[src/rtl/led_frame_sequencer.sv]
// Expands a periodic snapshot of per-bin colours and LED counts into a LEDS-pixel stream,
// bins in order, padded with black or truncated; pixels leave on a registered valid/ready port.
module led_frame_sequencer #(
   parameter int LEDS           = 50,
   parameter int BIN_QTY        = 12,
   parameter int REFRESH_CYCLES = 1000000,
   localparam int CW            = $clog2(LEDS)
) (
   input  logic                         clk,
   input  logic                         rst,
   input  logic [BIN_QTY-1:0][23:0]     rgb_i,
   input  logic [BIN_QTY-1:0][CW-1:0]   ledCounts_i,
   input  logic                         data_v_i,
   output logic [23:0]                  pix_o,
   output logic                         pix_v_o,
   input  logic                         pix_ready_i,
   output logic                         last_o,
   output logic                         busy_o,
   output logic [15:0]                  frame_cnt_o
);

   localparam int BW = (BIN_QTY > 1) ? $clog2(BIN_QTY) : 1;
   localparam int TW = (REFRESH_CYCLES > 1) ? $clog2(REFRESH_CYCLES) : 1;

   typedef enum logic [1:0] {IDLE, EMIT, PAD} state_t;

   state_t                      state_q, state_d;
   logic [TW-1:0]               tmr_q, tmr_d;
   logic                        req_q, req_d;
   logic [BIN_QTY-1:0][23:0]    snap_rgb_q, snap_rgb_d;
   logic [BIN_QTY-1:0][CW-1:0]  snap_cnt_q, snap_cnt_d;
   logic [CW-1:0]               p_q, p_d;
   logic [BW-1:0]               b_q, b_d;
   logic [CW-1:0]               r_q, r_d;
   logic [23:0]                 pix_q, pix_d;
   logic                        pix_v_q, pix_v_d;
   logic                        last_q, last_d;
   logic [15:0]                 frame_cnt_q, frame_cnt_d;

   logic          tmr_expire;
   logic          hs;
   logic          slot_free;
   logic          frame_end;
   logic [CW-1:0] p_nxt;
   logic [BW-1:0] b_inc;

   assign tmr_expire = (tmr_q == TW'(REFRESH_CYCLES - 1));
   assign hs         = pix_v_q && pix_ready_i;
   assign slot_free  = !pix_v_q || hs;
   assign frame_end  = hs && (p_q == CW'(LEDS - 1));
   // p_q is the index of the pixel on the port; the next one loaded takes p_nxt.
   assign p_nxt      = hs ? p_q + 1'b1 : p_q;
   assign b_inc      = b_q + 1'b1;

   always_comb begin
      state_d     = state_q;
      tmr_d       = tmr_expire ? '0 : tmr_q + 1'b1;
      req_d       = req_q;
      snap_rgb_d  = snap_rgb_q;
      snap_cnt_d  = snap_cnt_q;
      p_d         = p_q;
      b_d         = b_q;
      r_d         = r_q;
      pix_d       = pix_q;
      pix_v_d     = pix_v_q;
      last_d      = last_q;
      frame_cnt_d = frame_cnt_q;

      case (state_q)
         IDLE: begin
            if (req_q && data_v_i) begin
               snap_rgb_d = rgb_i;
               snap_cnt_d = ledCounts_i;
               req_d      = 1'b0;
               p_d        = '0;
               b_d        = '0;
               r_d        = ledCounts_i[0];
               state_d    = EMIT;
            end
         end
         EMIT, PAD: begin
            if (frame_end) begin
               state_d     = IDLE;
               pix_d       = '0;
               pix_v_d     = 1'b0;
               last_d      = 1'b0;
               frame_cnt_d = frame_cnt_q + 16'd1;
            end else if (slot_free) begin
               p_d     = p_nxt;
               pix_v_d = 1'b0;
               last_d  = 1'b0;
               if (state_q == PAD) begin
                  pix_d   = '0;
                  pix_v_d = 1'b1;
                  last_d  = (p_nxt == CW'(LEDS - 1));
               end else if (r_q == '0) begin
                  // Bin exhausted: a bubble cycle while the next count is fetched.
                  if (b_q != BW'(BIN_QTY - 1)) begin
                     b_d = b_inc;
                     r_d = snap_cnt_q[b_inc];
                  end else begin
                     state_d = PAD;
                  end
               end else begin
                  pix_d   = snap_rgb_q[b_q];
                  pix_v_d = 1'b1;
                  last_d  = (p_nxt == CW'(LEDS - 1));
                  r_d     = r_q - 1'b1;
               end
            end
         end
         default: state_d = IDLE;
      endcase

      // An expiry on the snapshot edge is a new request, so it overrides the clear.
      if (tmr_expire) begin
         req_d = 1'b1;
      end
   end

   always_ff @(posedge clk) begin
      if (rst) begin
         state_q     <= IDLE;
         tmr_q       <= '0;
         req_q       <= 1'b0;
         snap_rgb_q  <= '0;
         snap_cnt_q  <= '0;
         p_q         <= '0;
         b_q         <= '0;
         r_q         <= '0;
         pix_q       <= '0;
         pix_v_q     <= 1'b0;
         last_q      <= 1'b0;
         frame_cnt_q <= '0;
      end else begin
         state_q     <= state_d;
         tmr_q       <= tmr_d;
         req_q       <= req_d;
         snap_rgb_q  <= snap_rgb_d;
         snap_cnt_q  <= snap_cnt_d;
         p_q         <= p_d;
         b_q         <= b_d;
         r_q         <= r_d;
         pix_q       <= pix_d;
         pix_v_q     <= pix_v_d;
         last_q      <= last_d;
         frame_cnt_q <= frame_cnt_d;
      end
   end

   assign pix_o       = pix_q;
   assign pix_v_o     = pix_v_q;
   assign last_o      = last_q;
   assign busy_o      = (state_q != IDLE);
   assign frame_cnt_o = frame_cnt_q;

endmodule

[config.mk]
export PLATFORM = sky130hd
export DESIGN_NAME = led_frame_sequencer
export DESIGN_NICKNAME = d
export VERILOG_FILES = /design/src/rtl/led_frame_sequencer.sv
export SDC_FILE = /design/constraint.sdc
export NUM_CORES = 1
export LEC_CHECK = 0
export ABC_AREA = 1
export ABC_CLOCK_PERIOD_IN_PS = 2150
export CAP_MARGIN = 20
export CORE_MARGIN = 5
export CORE_UTILIZATION = 35
export DETAILED_ROUTE_END_ITERATION = 10
export DONT_BUFFER_PORTS = 1
export PLACE_DENSITY_LB_ADDON = 0.15
export SLEW_MARGIN = 20
export SYNTH_ARGS = -nofsm -noshare
export SYNTH_HDL_FRONTEND = slang
export SYNTH_SLANG_ARGS = --single-unit
[constraint.sdc]
create_clock -name clk -period 2.15 [get_ports clk]
set_clock_uncertainty 0.15 [all_clocks]
set_input_delay 0.3225 -clock clk [delete_from_list [all_inputs] [get_ports clk]]
set_output_delay 0.3225 -clock clk [all_outputs]
set_load 0.05 [all_outputs]
==> metrics.md, run 1 <==
| Metric | Value |
|---|---|
| Total grt overflow | `0` |
| Crit share post-route | `0.9536` |
| I/O Pins | `407` |
| Worst Setup Start Kind | `flop` |
| Global-route wire length before repair | `106900 um` |
| Clock Power Share | `0.442` |
| Die area | `60590 um2` |
| Clock Tree Buf Depth | `3` |
| Placed instance count | `3382` |
| Via density | `5.021` |
| Tmin final | `2.050 ns` |
| Clk_lat worst skew | `0.59 ns` |
| Hold WS | `0.09844 ns` |
| H-tree depth | `2` |
| Post-Route WL | `71830 um` |
| Crit Path Max Fanout | `4` |
| Layout area overhead | `33.77%` |
| R2r startpoint | `state_q[0]` |
| CP arrival | `1.58 ns` |
| Yosys warns | `0` |
| Switch Pwr | `5.122 mW` |
| Antenna-violating nets left | `0` |
| PD cells | `742.9 nW/um2` |
| Vias in the first global route | `18.65k` |
| Post-DP HPWL | `50960 um` |
| Worst slew margin | `0.5346` |
| Worst-path clk slew | `0.06 ns` |
| Crit path required time | `1.68 ns` |
| Finished Layout Cells | `3850` |
| CTS Root Cell | `clkbuf_16` |
| Main synth FF type | `dfxtp_1` |
| Final Cell Area | `26110 um2` |
| Clock sinks | `441` |
| Register Area | `8837 um2` |
| Worst slew pin tran | `0.6972 ns` |
| Dpl cell area | `20710 um2` |
| Switching share of power | `0.2641` |
| Area of the multi-input gates | `8305 um2` |
| Reg2reg end | `snap_rgb_q[184]` |
| Gpl congestion | `0.8894` |
| Class of the worst hold path | `in2reg` |
| Worst reg-to-reg path cell count | `7` |
| Fin. Hold Viols | `0` |
| # DRC | `0` |
| Vias | `19.33k` |
| Initial antenna violation count | `10` |
| Synth cell types | `43` |
| Hold endpoint | `last_o` |
| Placement Setup Slack | `0.05224 ns` |
| Layout cell share with drive strength beyond 1 | `0.07307` |
| Count of pins over their slew limit | `0` |
| Final worst slack | `0.09977 ns` |
| Final setup fails | `0` |
| Core area | `55200 um2` |
| Num CTS Buffers | `51` |
| Yosys reg bits | `441` |
| Internal power | `14.27 mW` |
| FMAX | `0.4877 GHz` |
| Post-synth EDFFs | `0` |
| Final #Nets | `3427` |
| Hold Path Origin | `pix_ready_i` |
| Logic pwr share | `0.131` |
| Crit end category | `primary output` |
| Wire per inst | `18.66 um` |
| Peak supply drop | `0.5310 mV` |
| Syn Area/Cell | `7.139 um2` |
| Rows | `86` |
| Crit Path Category | `reg2out` |
| R2r setup slk | `0.14 ns` |
| Port bufs | `0` |
| Final Util | `0.4730` |
| Status | `finished, final reports clean` |
| Total global-route track usage | `0.2240` |
| Setup TNS | `0 ns` |
| Ys async rst share | `0` |
| Syn Nets | `3109` |
| Largest net degree at the start of global routing | `105` |
| Cells after synthesis | `2734` |
| Total power | `19.40 mW` |
| CTS tree | `yes` |
| WHS Path Cells | `6` |
| Die X | `246.1 um` |
| Leak pwr | `9.263 nW` |
| RSZ-0062 raised after global routing | `false` |
| Die height | `246.1 um` |
| Max-cap violations | `0` |
| FILL cells | `5455` |
| DRT iter0 DRCs | `1453` |
| Initial core utilization | `0.3536` |
| Register area share after synthesis | `0.4523` |
| Post-CTS Setup Repair Bufs | `0` |
| Drt first pass iters | `5` |
| Synth Cell Area | `19520 um2` |
| Reg power frac | `0.427` |
==> what timing repair did <==
| item | in CTS | in global routing |
|---|---|---|
| hold buffers | 364 | 0 |
| gates resized for setup | 2 | 7 |
| hold endpoints to repair | 421 | 0 |
| pin swaps | 0 | 1 |
| endpoints found under the setup margin | 1 | 32 |
| cloned | 0 | 1 |
==> routing by layer <==
layer  vias to the layer above  GRT usage  wire [um]
li1                       9663          -          -
met1                      8919     0.2794      29980
met2                       602     0.3812      34270
met3                       142    0.04665       4870
met4                         6    0.08615       2663
met5                         -          0         39
==> worst max path at each step <==
stage,slack [ns],startpoint,cells past startpoint,endpoint
floorplan,0.13,frame_cnt_o[1],9,frame_cnt_o[14]
global placement,0.07,state_q[0],10,b_q[1]
detailed placement,0.05,state_q[0],11,r_q[4]
CTS,0.04,state_q[0],3,busy_o
global route,0.0002,state_q[0],3,busy_o
finish,0.1,state_q[0],3,busy_o
==> kinds of logic after synthesis <==
group	after synthesis	synth area share
AOI/OAI and AO/OA	1172	0.3022
xor gates and xnor gates	19	0.008911
adders and majority gates	11	0.007052
buffers and inverters	628	0.1239
DFF	441	0.4523
and+or+nand+nor	463	0.1056
==> power groups by stage <==
stage,sequential (mW),combinational (mW),clock (mW)
after CTS,8.28,2.51,8.81
after global placement,8.46,1.90,0
after global routing,8.28,2.76,9.14
final,8.28,2.54,8.58
after floorplan,8.44,1.23,0
after detailed placement,8.46,1.92,0
==> Yosys cell counts (2+ instances only) <==
library cell,number,area (um2)
a21oi_1,598,2993
buf_1,15,56.30
buf_2,27,135.1
buf_4,3,22.52
buf_6,2,22.52
clkbuf_1,154,578.1
dfxtp_1,441,8828
ha_1,11,137.6
inv_1,415,1558
inv_2,10,37.54
nand2_1,249,934.7
nand2_4,2,22.52
nand3_1,122,610.6
nand4_1,7,43.79
nand4_4,2,42.54
nor2_1,51,191.4
nor2_2,5,31.28
nor2_4,2,22.52
nor3_1,11,55.05
nor3b_1,3,22.52
nor4_1,3,18.77
o211ai_1,2,15.01
o21ai_0,533,2668
o21ai_1,30,150.1
o21bai_1,2,15.01
xnor2_1,6,52.55
xor2_1,12,105.1
==> layout by cell type (no fill, tap or decap), types with 3 or more instances in the layout <==
| cell | instances |
|---|---|
| nand4_1 | 7 |
| nor2_2 | 5 |
| dfxtp_1 | 438 |
| o21ai_0 | 533 |
| dlygate4sd3_1 | 363 |
| inv_1 | 414 |
| clkinvlp_4 | 4 |
| nor2_4 | 3 |
| nor4_1 | 3 |
| diode_2 | 9 |
| xor2_1 | 12 |
| ha_1 | 10 |
| clkbuf_1 | 8 |
| clkinv_2 | 17 |
| nor2_1 | 50 |
| buf_4 | 79 |
| inv_2 | 7 |
| clkbuf_16 | 54 |
| clkbuf_8 | 11 |
| nor3b_1 | 3 |
| a21oi_1 | 598 |
| nor3_1 | 10 |
| o21ai_1 | 30 |
| nand3_1 | 121 |
| xnor2_1 | 6 |
| nand2_1 | 249 |
| buf_12 | 21 |
==> critical path, cell delays in order (launching register included) <==
cell	delay (ns)
dfxtp_1	0.31
inv_1	0.12
ha_2	0.28
clkinvlp_4	0.29
==> final cells by class <==
type | instances | share of cell area
Antenna cell | 9 | 0.0008626
Timing Repair Buffer | 466 | 0.1811
Inverter | 427 | 0.06216
Multi-Input combinational cell | 1665 | 0.3181
Tap cell | 748 | 0.03585
Sequential cell | 441 | 0.3385
Clock buffer | 72 | 0.05775
Clock inverter | 22 | 0.005751
==> state kept, by name, indices dropped and copies added (netlist names) <==
name         flops
b_q              4
frame_cnt_o     16
last_o           1
p_q              6
pix_o           24
pix_v_o          1
r_q              6
req_q            1
snap_cnt_q      72
snap_rgb_q     288
state_q          2
tmr_q           20
(Power assumes the default switching activity.)
==> run 2: changes to the inputs <==
--- a/config.mk
+++ b/config.mk
@@ -12,6 +12,7 @@
 export CORE_UTILIZATION = 35
 export DETAILED_ROUTE_END_ITERATION = 10
 export DONT_BUFFER_PORTS = 1
+export HOLD_SLACK_MARGIN = 0.12
 export PLACE_DENSITY_LB_ADDON = 0.15
 export SLEW_MARGIN = 20
 export SYNTH_ARGS = -nofsm -noshare
==> metrics.md, run 2 (synthesis gave the netlist of run 1 again) <==
| Metric | Value |
|---|---|
| Worst reg-to-reg path cell count | `7` |
| Via density | `5.014` |
| PD cells | `742.9 nW/um2` |
| H-tree depth | `2` |
| Switch Pwr | `5.123 mW` |
| Count of pins over their slew limit | `0` |
| CP arrival | `1.58 ns` |
| Clock Power Share | `0.442` |
| Leak pwr | `9.263 nW` |
| Post-DP HPWL | `50960 um` |
| Wire per inst | `18.67 um` |
| Max-cap violations | `0` |
| Port bufs | `0` |
| Commonest non-fill, non-tap cell in the layout | `a21oi_1` |
| Num CTS Buffers | `51` |
| WHS Path Cells | `2` |
| Rows | `86` |
| Worst slew pin tran | `0.6961 ns` |
| Peak supply drop | `0.5311 mV` |
| Total grt overflow | `0` |
| Layout area overhead | `33.78%` |
| RSZ-0062 raised after global routing | `false` |
| I/O Pins | `407` |
| CTS tree | `yes` |
| Die area | `60590 um2` |
| Initial antenna violation count | `11` |
| Logic pwr share | `0.131` |
| Gpl congestion | `0.8894` |
| Total global-route track usage | `0.2239` |
| Commonest non-fill, non-tap cells in the layout | `598 x a21oi_1, 533 x o21ai_0, 438 x dfxtp_1` |
| Crit share post-route | `0.9525` |
| Drt first pass iters | `8` |
| FMAX | `0.4883 GHz` |
| Max FFs per register | `288` |
| Layout cell share with drive strength beyond 1 | `0.07307` |
| CTS Root Cell | `clkbuf_16` |
| Internal power | `14.27 mW` |
| Class of the worst hold path | `reg2reg` |
| Vias | `19.31k` |
| Tmin final | `2.048 ns` |
| Register with the most flip-flops | `snap_rgb_q` |
| Vias in the first global route | `18.65k` |
| Largest net degree at the start of global routing | `105` |
| Final #Nets | `3427` |
| Crit path required time | `1.68 ns` |
| Crit end category | `primary output` |
| Die height | `246.1 um` |
| Die X | `246.1 um` |
| Clock sinks | `441` |
| Initial core utilization | `0.3536` |
| Post-Route WL | `71880 um` |
| Global-route wire length before repair | `106800 um` |
| Final Cell Area | `26110 um2` |
| Worst Setup Start Kind | `flop` |
| Antenna-violating nets left | `0` |
| Core area | `55200 um2` |
| Crit Path Max Fanout | `4` |
| Status | `finished, final reports clean` |
| Crit Path Category | `reg2out` |
| Setup TNS | `0 ns` |
| Switching share of power | `0.2641` |
| Fin. Hold Viols | `0` |
| Final setup fails | `0` |
| Worst-path clk slew | `0.06 ns` |
| Total power | `19.40 mW` |
| Clk_lat worst skew | `0.59 ns` |
| Worst slew margin | `0.5353` |
| Reg power frac | `0.427` |
| Clock Tree Buf Depth | `3` |
| # DRC | `0` |
| Dpl cell area | `20710 um2` |
| DRT iter0 DRCs | `1478` |
-- run 2: cell types whose count changed in the layout (fill, tap and decap cells not counted), sizes merged --
| cell | before | now |
|---|---|---|
| diode | 9 | 10 |
-- run 2: area by class of cell --
cell class	instances	area, um2
Antenna cell	10	25.02
Clock buffer	72	1508
Clock inverter	22	150.1
Fill cell	5454	29090
Inverter	427	1623
Multi-Input combinational cell	1665	8305
Sequential cell	441	8837
Tap cell	748	935.9
Timing Repair Buffer	466	4727
-- run 2: metal layers --
| metal | up-vias | GRT usage | routed length (um) |
|---|---|---|---|
| met2 | 565 | 0.3812 | 34280 |
| li1 | 9675 | - | - |
| met4 | 4 | 0.08615 | 2724 |
| met5 | - | 0 | 25 |
| met3 | 143 | 0.04665 | 4712 |
| met1 | 8922 | 0.2792 | 30140 |
-- run 2: per-stage QoR --
step | cells | hold WS, ns | worst slack [ns] | util
after floorplan | 2734 | 0.2679 | 0.1302 | -
after global placement | 3382 | 0.2521 | 0.06923 | 0.3751
after detailed placement | 3382 | 0.2536 | 0.05224 | 0.3751
after CTS | 3840 | 0.2700 | 0.04214 | 0.4716
after global routing | 3849 | 0.3025 | 0.0002076 | 0.4729
final | 3851 | 0.2896 | 0.1020 | 0.4730
-- run 2: repair_timing --
| action | CTS | global route |
|---|---|---|
| cloned | 0 | 1 |
| pin swaps | 0 | 1 |
| endpoints found under the setup margin | 1 | 32 |
| setup buffers | 0 | 0 |
| resized for setup | 2 | 7 |
| endpoints found under the hold margin | 422 | 0 |
| hold buffers | 364 | 0 |
-- run 2: worst paths after layout --
kind	slack, ns	startpoint	endpoint
min	0.29	snap_rgb_q[200]	snap_rgb_q[200]
max reg2reg	0.11	state_q[0]	snap_rgb_q[25]
min reg2reg	0.29	snap_rgb_q[200]	snap_rgb_q[200]
max	0.10	state_q[0]	busy_o
-- run 2: worst max-delay path, stage by stage, from the launching register on --
cell and delay, ns:
dfxtp_1 0.31, inv_1 0.12, ha_2 0.28, clkinvlp_4 0.29
-- run 2: power groups by stage --
stage	Sequential, mW	Clock [mW]	Combinational [mW]
global placement	8.46	0	1.90
finish	8.28	8.58	2.54
global route	8.28	9.14	2.76
floorplan	8.44	0	1.23
CTS	8.28	8.81	2.51
detailed placement	8.46	0	1.92
